===== src/rtl/game_pkg.sv =====
// ---------------------------------------------------------------------------
// game_pkg
// Shared definitions for the game front-end blocks.
//   - deb_state_e : key debounce FSM states
//   - CLOCK_50MHZ : board clock frequency in Hz
//   - DEBOUNCE_DEFAULT / LONGPRESS_DEFAULT : default cycle counts
//   - cnt_width() : width of a saturating counter able to hold both limits
// ---------------------------------------------------------------------------
package game_pkg;

    localparam int CLOCK_50MHZ       = 50_000_000;
    localparam int DEBOUNCE_DEFAULT  = CLOCK_50MHZ / 50;   // 20 ms
    localparam int LONGPRESS_DEFAULT = CLOCK_50MHZ * 2;    // 2 s

    typedef enum logic [1:0] {
        RELEASED,
        PRESS_WAIT,
        PRESSED,
        RELEASE_WAIT
    } deb_state_e;

    // One spare bit above the larger limit so a saturated counter can never
    // alias back onto a compare value.
    function automatic int cnt_width(input int a, input int b);
        return $clog2((a > b) ? a : b) + 1;
    endfunction

endpackage


===== src/rtl/key_debounce.sv =====
// ---------------------------------------------------------------------------
// key_debounce
// One raw active-low key: 2-flop synchronizer followed by a debounce FSM.
//   clock, reset : system clock, asynchronous active-high reset
//   key_n        : raw key, active low, asynchronous to clock
//   held         : 1 while the key is accepted as pressed
//   press_evt    : 1 for the cycle in which a press is accepted (combinational,
//                  coincides with the edge that raises held)
// ---------------------------------------------------------------------------
module key_debounce
    import game_pkg::*;
#(
    parameter int DEBOUNCE_CYCLES = DEBOUNCE_DEFAULT,
    parameter int CNT_W           = cnt_width(DEBOUNCE_DEFAULT, LONGPRESS_DEFAULT)
) (
    input  logic clock,
    input  logic reset,
    input  logic key_n,
    output logic held,
    output logic press_evt
);

    localparam logic [CNT_W-1:0] CNT_LAST = CNT_W'(DEBOUNCE_CYCLES - 1);
    localparam logic [CNT_W-1:0] CNT_ONE  = CNT_W'(1);

    logic [1:0]       sync;
    logic             sample_n;
    deb_state_e       state;
    logic [CNT_W-1:0] cnt;
    logic             cnt_done;
    logic             cnt_max;

    // Synchronizer resets to "released" so a key held through reset is
    // re-qualified from scratch.
    // NOTE: sequential state uses non-blocking (<=) so every flop samples the
    // pre-edge value of its neighbours; blocking here would collapse the chain.
    always_ff @(posedge clock or posedge reset) begin
        if (reset) sync <= 2'b11;
        else       sync <= {sync[0], key_n};
    end

    assign sample_n  = sync[1];
    assign cnt_done  = (cnt == CNT_LAST);
    assign cnt_max   = &cnt;
    assign press_evt = (state == PRESS_WAIT) && !sample_n && cnt_done;

    always_ff @(posedge clock or posedge reset) begin
        if (reset) begin
            state <= RELEASED;
            cnt   <= '0;
            held  <= 1'b0;
        end else begin
            case (state)
                RELEASED: begin
                    if (!sample_n) begin
                        state <= PRESS_WAIT;
                        cnt   <= '0;
                    end
                end
                PRESS_WAIT: begin
                    if (sample_n) begin            // glitch rejected
                        state <= RELEASED;
                        cnt   <= '0;
                    end else if (cnt_done) begin
                        state <= PRESSED;
                        held  <= 1'b1;
                        cnt   <= '0;
                    end else if (!cnt_max) begin
                        cnt <= cnt + CNT_ONE;
                    end
                end
                PRESSED: begin
                    if (sample_n) begin
                        state <= RELEASE_WAIT;
                        cnt   <= '0;
                    end
                end
                RELEASE_WAIT: begin
                    if (!sample_n) begin           // release bounce, no new pulse
                        state <= PRESSED;
                        cnt   <= '0;
                    end else if (cnt_done) begin
                        state <= RELEASED;
                        held  <= 1'b0;
                        cnt   <= '0;
                    end else if (!cnt_max) begin
                        cnt <= cnt + CNT_ONE;
                    end
                end
                default: begin
                    state <= RELEASED;
                    cnt   <= '0;
                    held  <= 1'b0;
                end
            endcase
        end
    end

endmodule


===== src/rtl/key_conditioner.sv =====
// ---------------------------------------------------------------------------
// key_conditioner
// Turns the raw start/pause keys into debounced, single-cycle active-low
// command pulses plus debounced key levels.
//   clock, reset    : system clock, asynchronous active-high reset
//   key_start_n     : raw KEY0, active low
//   key_pause_n     : raw KEY1, active low
//   start, pause    : active-low one-cycle press pulses, never low together
//   start_held      : debounced KEY0 level (1 = pressed)
//   pause_held      : debounced KEY1 level (1 = pressed)
//   long_reset_req  : active-high one-cycle long-press request
// Build option: define KEY_LONGPRESS_EN to build the long-press counter;
// otherwise long_reset_req is tied to 0.
// ---------------------------------------------------------------------------
module key_conditioner
    import game_pkg::*;
#(
    parameter int DEBOUNCE_CYCLES  = DEBOUNCE_DEFAULT,
    parameter int LONGPRESS_CYCLES = LONGPRESS_DEFAULT
) (
    input  logic clock,
    input  logic reset,
    input  logic key_start_n,
    input  logic key_pause_n,
    output logic start,
    output logic pause,
    output logic start_held,
    output logic pause_held,
    output logic long_reset_req
);

    localparam int CNT_W = cnt_width(DEBOUNCE_CYCLES, LONGPRESS_CYCLES);

    logic start_evt, pause_evt;
    logic start_pend, pause_pend;
    logic start_pend_nxt, pause_pend_nxt;
    logic start_fire, pause_fire;

    key_debounce #(
        .DEBOUNCE_CYCLES (DEBOUNCE_CYCLES),
        .CNT_W           (CNT_W)
    ) u_start_deb (
        .clock     (clock),
        .reset     (reset),
        .key_n     (key_start_n),
        .held      (start_held),
        .press_evt (start_evt)
    );

    key_debounce #(
        .DEBOUNCE_CYCLES (DEBOUNCE_CYCLES),
        .CNT_W           (CNT_W)
    ) u_pause_deb (
        .clock     (clock),
        .reset     (reset),
        .key_n     (key_pause_n),
        .held      (pause_held),
        .press_evt (pause_evt)
    );

    // Arbitration: a deferred pulse goes out first; otherwise pause wins a
    // same-cycle tie and start is parked for exactly one cycle. Presses of one
    // key are far apart, so a single pending flag per key cannot overflow.
    // NOTE: every always_comb output gets a default first so no path leaves it
    // unassigned, which would otherwise infer a latch.
    always_comb begin
        start_fire     = 1'b0;
        pause_fire     = 1'b0;
        start_pend_nxt = 1'b0;
        pause_pend_nxt = 1'b0;
        if (start_pend) begin
            start_fire     = 1'b1;
            pause_pend_nxt = pause_evt;
        end else if (pause_pend || pause_evt) begin
            pause_fire     = 1'b1;
            start_pend_nxt = start_evt;
        end else if (start_evt) begin
            start_fire = 1'b1;
        end
    end

    always_ff @(posedge clock or posedge reset) begin
        if (reset) begin
            start      <= 1'b1;
            pause      <= 1'b1;
            start_pend <= 1'b0;
            pause_pend <= 1'b0;
        end else begin
            start      <= ~start_fire;
            pause      <= ~pause_fire;
            start_pend <= start_pend_nxt;
            pause_pend <= pause_pend_nxt;
        end
    end

`ifdef KEY_LONGPRESS_EN
    localparam logic [CNT_W-1:0] LP_LIMIT = CNT_W'(LONGPRESS_CYCLES);
    localparam logic [CNT_W-1:0] LP_LAST  = CNT_W'(LONGPRESS_CYCLES - 1);
    localparam logic [CNT_W-1:0] LP_ONE   = CNT_W'(1);

    logic [CNT_W-1:0] lp_cnt;
    logic             both_held;

    assign both_held = start_held & pause_held;

    // Counter parks at the limit, so one request per continuous double hold.
    always_ff @(posedge clock or posedge reset) begin
        if (reset) begin
            lp_cnt         <= '0;
            long_reset_req <= 1'b0;
        end else if (!both_held) begin
            lp_cnt         <= '0;
            long_reset_req <= 1'b0;
        end else if (lp_cnt < LP_LIMIT) begin
            lp_cnt         <= lp_cnt + LP_ONE;
            long_reset_req <= (lp_cnt == LP_LAST);
        end else begin
            long_reset_req <= 1'b0;
        end
    end
`else
    assign long_reset_req = 1'b0;
`endif

endmodule


===== config.mk =====
export PLATFORM = sky130hd
export DESIGN_NAME = key_conditioner
export DESIGN_NICKNAME = d
export VERILOG_FILES = /design/src/rtl/game_pkg.sv /design/src/rtl/key_debounce.sv /design/src/rtl/key_conditioner.sv
export SDC_FILE = /design/constraint.sdc
export NUM_CORES = 1
export LEC_CHECK = 0
export ABC_AREA = 1
export BUFFER_PORTS_ARGS = -buffer_cell sky130_fd_sc_hd__buf_2
export CORE_AREA = 2 2 108 89
export CTS_CLUSTER_DIAMETER = 150
export DETAILED_ROUTE_END_ITERATION = 10
export DIE_AREA = 0 0 110 91
export PLACE_DENSITY_LB_ADDON = 0.05
export SLEW_MARGIN = 20
export SYNTH_ARGS = -nofsm -noshare
export SYNTH_HDL_FRONTEND = slang
export SYNTH_SLANG_ARGS = --single-unit

===== constraint.sdc =====
create_clock -name clock -period 6.08 [get_ports clock]
set_clock_uncertainty 0.15 [all_clocks]
set_input_delay 1.216 -clock clock [delete_from_list [all_inputs] [get_ports clock]]
set_output_delay 1.216 -clock clock [all_outputs]
set_load 0.02 [all_outputs]

# ---- After elaboration in Yosys (flattened, before gate mapping)
# Cells that the tools add are included.
dict set report word_totals {
  reg_bits 70
  latch_bits 0
  mem_bits_rw 0
  romBits 0
  inputBits 4
  output_inout_bits 5
  word_cells 105
  mem_count 0
}
dict set report classes {
  addsub 2
  n_mul 0
  n_div 0
  order_cmp 0
  eq_ne 24
  shifts 0
  mux 46
  bitwise_logic 2
  reduce_logical 19
}
# cell count
set ops {}
lappend ops {{two-way mux 28 bit} 12}
lappend ops {{case mux 28 bit (4 select lines)} 2}
lappend ops {{adder 28 x 1 -> 28 bit (second input constant)} 2}
lappend ops {{== test 28 x 20 -> 1 bit (second input constant)} 2}
lappend ops {{AND reduction 28 bit} 2}
lappend ops {{two-way mux 2 bit} 12}
lappend ops {{two-way mux 1 bit} 16}
lappend ops {{inequality test 2 x 1 -> 1 bit (second input constant)} 8}
lappend ops {{case mux 2 bit (4 select lines)} 2}
lappend ops {{AND reduction 5 bit} 2}
lappend ops {{== test 2 bit (second input constant)} 4}
lappend ops {{inequality test 2 bit (second input constant)} 4}
lappend ops {{AND reduction 4 bit} 2}
lappend ops {{inequality test 3 x 1 -> 1 bit (second input constant)} 2}
lappend ops {{inequality test 3 bit (second input constant)} 2}
lappend ops {{== test 2 x 1 -> 1 bit (second input constant)} 2}
lappend ops {{logical AND 1 bit} 4}
lappend ops {{logical NOT 2 bit} 2}
lappend ops {{case mux 1 bit (2 select lines)} 2}
lappend ops {{AND reduction 2 bit} 2}
lappend ops {{nonzero test 2 bit} 2}
lappend ops {{logical NOT 1 bit} 2}
lappend ops {{NOT 1 bit} 2}
lappend ops {{logical OR 1 bit} 1}

# ---- Logic depth before layout (Yosys ltp)
dict set report depth {
  ltp_word 7
  ltp_mapped 11
  mapped_depth_nobuf 10
}

# ---- Hierarchy
# Synthesis repeated with hierarchy kept, for this count alone.
dict set report unflattened {
  hier_cells 712
  hier_area_um2 4805.9
}
# mod instances cells_per_inst area_per_inst_um2 seq_area_each_um2
set modules_own_cells {}
lappend modules_own_cells {{key_debounce (u_pause_deb)} 1 350 2352.3 828.3}
lappend modules_own_cells {{key_debounce (u_start_deb)} 1 348 2304.7 828.3}
lappend modules_own_cells {key_conditioner 1 14 148.9 102.6}

# ---- Worst setup path before layout
# No wires, ideal clock.
dict set report synth_timing {
  kind {reg-to-output}
  startpoint {register pause}
  endpoint {output port pause}
  t_arrival_ns 0.554
  required_time_ns 4.714
  path_slack_ns 4.160
  stages_incl_launch_ff 1
  n_path_buf 0
  cell_sequence {dfstp_2}
}
# element line_no
set synth_lines {}
lappend synth_lines {{from (decl)} key_conditioner.sv:26} ;# output logic pause,
lappend synth_lines {{from (signal assigned)} key_conditioner.sv:90} ;# pause <= ~pause_fire;
# No word-level cell between the ends.

# ---- Final worst setup path
dict set report layout_timing {
  startpoint {register u_pause_deb.cnt[0]}
  endpoint {register u_pause_deb.cnt[10]}
}
dict set report layout_between {
  elab_chain_cells 5
  elab_cells_between_ends 8
  cone_classes {add/sub (1); eq/ne (1); mux (5); reduce/logical (1)}
}
# element line_no
set layout_lines {}
lappend layout_lines {{from (decl)} key_debounce.sv:29} ;# logic [CNT_W-1:0] cnt;
lappend layout_lines {{from (signal assigned)} key_debounce.sv:69} ;# cnt <= cnt + CNT_ONE;
lappend layout_lines {{from (signal assigned)} key_debounce.sv:87} ;# cnt <= cnt + CNT_ONE;
lappend layout_lines {{adder 28 x 1 -> 28 bit or AND reduction 28 bit (tied branches)} {key_debounce.sv:69, key_debounce.sv:87, key_debounce.sv:44}}
lappend layout_lines {{two-way mux 28 bit} {key_debounce.sv:68, key_debounce.sv:86}}
lappend layout_lines {{two-way mux 28 bit *} key_debounce.sv:82} ;# end else if (cnt_done) begin
lappend layout_lines {{two-way mux 28 bit (on tied branches)} {key_debounce.sv:79, key_debounce.sv:61}}
lappend layout_lines {{case mux 28 bit (4 select lines) *} key_debounce.sv:53} ;# case (state)
# Every way passes the cells marked *; elsewhere a longest branch is shown, timed or not.
# A chain may end at the register's enable or synchronous reset.

==> flow_results.xml <==
<?xml version="1.0" encoding="UTF-8"?>
<metrics>
  <group name="logic_synthesis">
    <metric name="postSynth.asyncResetShare" unit="%">100</metric>
    <metric name="synth_adder_area_share" unit="%">0.525</metric>
    <metric name="main_combinational_cell_family_by_area_after_synthesis" unit="">simple AND/OR/NAND/NOR gates</metric>
    <metric name="synthesis_warning_total" unit="">0</metric>
    <metric name="synth_top_area_cell" unit="">sky130_fd_sc_hd__dfrtp_1</metric>
    <metric name="syn-instance-count" unit="">727</metric>
    <metric name="ys_top_cells_by_area" unit="">sky130_fd_sc_hd__dfrtp_1, sky130_fd_sc_hd__nand2_1, sky130_fd_sc_hd__nand3_1, sky130_fd_sc_hd__inv_1, sky130_fd_sc_hd__nor2_1</metric>
    <metric name="share_of_cell_area_taken_by_muxes_after_synthesis" unit="%">0</metric>
    <metric name="synth_compound_area_share" unit="%">5.94</metric>
    <metric name="synth_cell_types" unit="">38</metric>
    <metric name="ys_dominant_reg_cell" unit="">sky130_fd_sc_hd__dfrtp_1</metric>
    <metric name="synthXorXnorAreaFrac" unit="%">0.368</metric>
    <metric name="synth_seq_area_share" unit="%">36.9</metric>
    <metric name="syn-mean-instance-area" unit="µm²">6.55</metric>
    <metric name="post_synth_edffs" unit="">0</metric>
    <metric name="yosys.area.top_type_share" unit="%">33.6</metric>
    <metric name="simple_gate_share_of_the_synthesized_area" unit="%">47.3</metric>
    <metric name="post_synth_instance_area" unit="mm²">0.00476</metric>
    <metric name="synthesis.nets" unit="">733</metric>
    <metric name="synth-seq-cells" unit="">70</metric>
  </group>
  <group name="detailed_routing">
    <metric name="detail_route.drc_violations" unit="">0</metric>
    <metric name="detail_route.iter0.violations" unit="">523</metric>
    <metric name="first_pass_iters" unit="">5</metric>
    <metric name="detail_route.wirelength" unit="µm">12300</metric>
    <metric name="ant_nets" unit="">0</metric>
    <metric name="vias_per_cell" unit="">5.51</metric>
    <metric name="wl_per_cell" unit="µm">14.4</metric>
    <metric name="route.vias.total" unit="">4699</metric>
  </group>
  <group name="place">
    <metric name="detailedPlace.worstSlack" unit="ns">3.60</metric>
    <metric name="numPortBuffers" unit="">7</metric>
    <metric name="routabilityCongestion" unit="">0.934</metric>
    <metric name="dp.final_hpwl" unit="µm">8900</metric>
  </group>
  <group name="power_and_ir_drop">
    <metric name="largest_vdd_supply_drop" unit="V">0.000167</metric>
    <metric name="power_leakage" unit="nW">2.32</metric>
    <metric name="design_power_total" unit="mW">0.977</metric>
    <metric name="power_density" unit="mW/mm²">191</metric>
  </group>
  <group name="cts">
    <metric name="cts-buffers-inserted" unit="">9</metric>
    <metric name="resize_count_post_cts" unit="">0</metric>
    <metric name="post_cts.repair.setup_buffers" unit="">0</metric>
    <metric name="cts.root.buffer_cell" unit="">sky130_fd_sc_hd__clkbuf_8</metric>
    <metric name="h-tree-depth" unit="">3</metric>
    <metric name="numClockSinks" unit="">70</metric>
    <metric name="ctsHoldBuffers" unit="">0</metric>
    <metric name="worstSkewPairLatency" unit="ns">0.36</metric>
    <metric name="cts_tree" unit="">done</metric>
    <metric name="clock_path_buffers" unit="">2</metric>
    <metric name="clk_transition_reported_paths" unit="ns">0.08</metric>
  </group>
  <group name="finish">
    <metric name="drive_gt1_share" unit="%">9.49</metric>
    <metric name="most-common-layout-cells" unit="">sky130_fd_sc_hd__nand2_1, sky130_fd_sc_hd__nand3_1, sky130_fd_sc_hd__inv_1</metric>
    <metric name="final_common_cell" unit="">sky130_fd_sc_hd__nand2_1</metric>
    <metric name="fill_cells" unit="">857</metric>
    <metric name="areaGrowthSynthToFinish" unit="%">7.46</metric>
    <metric name="n_antenna_cell" unit="">0</metric>
    <metric name="final_net_count" unit="">739</metric>
  </group>
  <group name="floorplan">
    <metric name="die-width" unit="µm">110</metric>
    <metric name="die_height" unit="µm">91</metric>
    <metric name="floorplan.rows" unit="">31</metric>
    <metric name="die_footprint" unit="mm²">0.0100</metric>
    <metric name="core_area" unit="mm²">0.00888</metric>
    <metric name="ioPinCount" unit="">9</metric>
    <metric name="initial_standard_cell_utilization_of_the_core" unit="%">53.6</metric>
  </group>
  <group name="sta">
    <metric name="final_max_slew_viol_count" unit="">0</metric>
    <metric name="period_share" unit="%">40.1</metric>
    <metric name="setup_repair_after_global_routing_missed_its_margin" unit="">false</metric>
    <metric name="layout_min_cycle_time" unit="ns">2.44</metric>
    <metric name="timing.hold.ws" unit="ns">0.212</metric>
    <metric name="setup_viol" unit="">0</metric>
    <metric name="slew_headroom" unit="%">57.6</metric>
    <metric name="fmax" unit="MHz">410</metric>
    <metric name="tightestPinTransition" unit="ns">0.636</metric>
    <metric name="fin_setup_tns" unit="ns">0</metric>
    <metric name="smallest_setup_slack_after_layout" unit="ns">3.64</metric>
    <metric name="finalHoldViolations" unit="">0</metric>
  </group>
  <group name="global_routing">
    <metric name="grt_antenna_before_repair" unit="">0</metric>
    <metric name="grt-ovfl-total" unit="">0</metric>
    <metric name="grt_pass1_vias" unit="">4317</metric>
    <metric name="global_route_wire_length_before_repair" unit="µm">21100</metric>
    <metric name="global_route.usage.total" unit="%">26.8</metric>
    <metric name="grt_max_degree" unit="">51</metric>
  </group>
  <group name="flow_run">
    <metric name="cap_violations" unit="">0</metric>
  </group>
  <group name="status">
    <metric name="run_status" unit="">complete, no violations</metric>
  </group>
  <group name="worst_setup_path">
    <metric name="critPathArrivalTime" unit="ns">2.53</metric>
    <metric name="setup.worst_path.start_class" unit="">flip-flop</metric>
    <metric name="critPathKind" unit="">reg2reg</metric>
    <metric name="cp-end-kind" unit="">flip-flop</metric>
    <metric name="max_fo_critical_path" unit="">29</metric>
    <metric name="worst_ep_required_time" unit="ns">6.18</metric>
  </group>
  <group name="min_path">
    <metric name="worstHoldPathType" unit="">reg2reg</metric>
  </group>
</metrics>
## registers in the layout, summed over array words and instances (netlist names), named ones only
signal / cells
u_pause_deb.cnt: 28
start: 1
u_start_deb.held: 1
u_pause_deb.state: 1
u_start_deb.cnt: 28
u_start_deb.state: 1
u_pause_deb.sync: 2
pause: 1
start_pend: 1
u_pause_deb.held: 1
u_start_deb.sync: 2
pause_pend: 1
## cell families after synthesis
kind of cell | count (synthesis)
adders and majority gates | 2
xor gates and xnor gates | 2
DFF | 70
other | 1
AOI/OAI and AO/OA | 52
and+or+nand+nor | 497
buffers and inverters | 103
## report_power, final
group	internal, mW	switching, mW	total [mW]
combinational	0.00893	0.0306	0.0395
clock	0.270	0.191	0.461
sequential	0.471	0.00566	0.476
total	0.750	0.227	0.977
## worst max-delay path, stage by stage (launching register included)
cell and delay, ns:
sky130_fd_sc_hd__dfrtp_1 0.43, sky130_fd_sc_hd__ha_1 0.23, sky130_fd_sc_hd__nand2_2 0.08, sky130_fd_sc_hd__nor2_4 0.22, sky130_fd_sc_hd__nand2_4 0.11, sky130_fd_sc_hd__nor2_8 0.16
sky130_fd_sc_hd__nand3_2 0.48, sky130_fd_sc_hd__nand2_1 0.25, sky130_fd_sc_hd__nand2_1 0.08, sky130_fd_sc_hd__nand2_1 0.06, sky130_fd_sc_hd__o21ai_1 0.06
## stage by stage
| stage | util, % | cell area [µm²] | std cells |
|---|---|---|---|
| 2_1_floorplan | - | 4760 | 727 |
| 4_1_cts | 57.6 | 5120 | 853 |
| 3_3_place_gp | 55.0 | 4880 | 837 |
| 3_5_place_dp | 55.0 | 4880 | 837 |
| 6_report | 57.6 | 5120 | 853 |
| 5_1_grt | 57.6 | 5120 | 853 |
## metal layers
layer	track usage (%)	part of all wire [%]
met5	0	0
met1	43.8	51
met4	5.91	0.71
met3	5.46	7.6
met2	35.6	40
## cell type report
type,instances,area (µm²),area share [%]
multi-input combinational,554,2580,50.5
sequential,70,1760,34.4
timing repair buffer,12,72.6,1.42
tap,115,144,2.81
inverter,86,323,6.31
clock inverter,7,113,2.20
clock buffer,9,124,2.42
## synthesized netlist by cell type (6+ instances only)
library cell,count
sky130_fd_sc_hd__nor2_1,70
sky130_fd_sc_hd__o21ai_1,13
sky130_fd_sc_hd__nand4_1,28
sky130_fd_sc_hd__dfrtp_1,64
sky130_fd_sc_hd__buf_2,9
sky130_fd_sc_hd__nand3_1,109
sky130_fd_sc_hd__a21oi_1,13
sky130_fd_sc_hd__inv_1,82
sky130_fd_sc_hd__nand2_1,238
sky130_fd_sc_hd__nand2_2,6
sky130_fd_sc_hd__nor3_1,17
sky130_fd_sc_hd__nor2_2,9
sky130_fd_sc_hd__o21ai_0,20
sky130_fd_sc_hd__dfstp_2,6
## worst paths after layout
path                                           startpoint                         endpoint  slack, ns  cells past startpoint
max                        u_pause_deb.cnt[0]$_DFFE_PP0P_  u_pause_deb.cnt[10]$_DFFE_PP0P_       3.64                     10
min                         u_pause_deb.sync[0]$_DFF_PP1_    u_pause_deb.sync[1]$_DFF_PP1_       0.21                      0
max reg2reg                u_pause_deb.cnt[0]$_DFFE_PP0P_  u_pause_deb.cnt[10]$_DFFE_PP0P_       3.64                     10
min reg2reg                 u_pause_deb.sync[0]$_DFF_PP1_    u_pause_deb.sync[1]$_DFF_PP1_       0.21                      0
max in group asynchronous                           reset   u_pause_deb.cnt[7]$_DFFE_PP0P_       4.05                      3
min in group asynchronous                           reset  u_start_deb.cnt[11]$_DFFE_PP0P_       0.71                      2
Power figures use the tool's default switching activity.
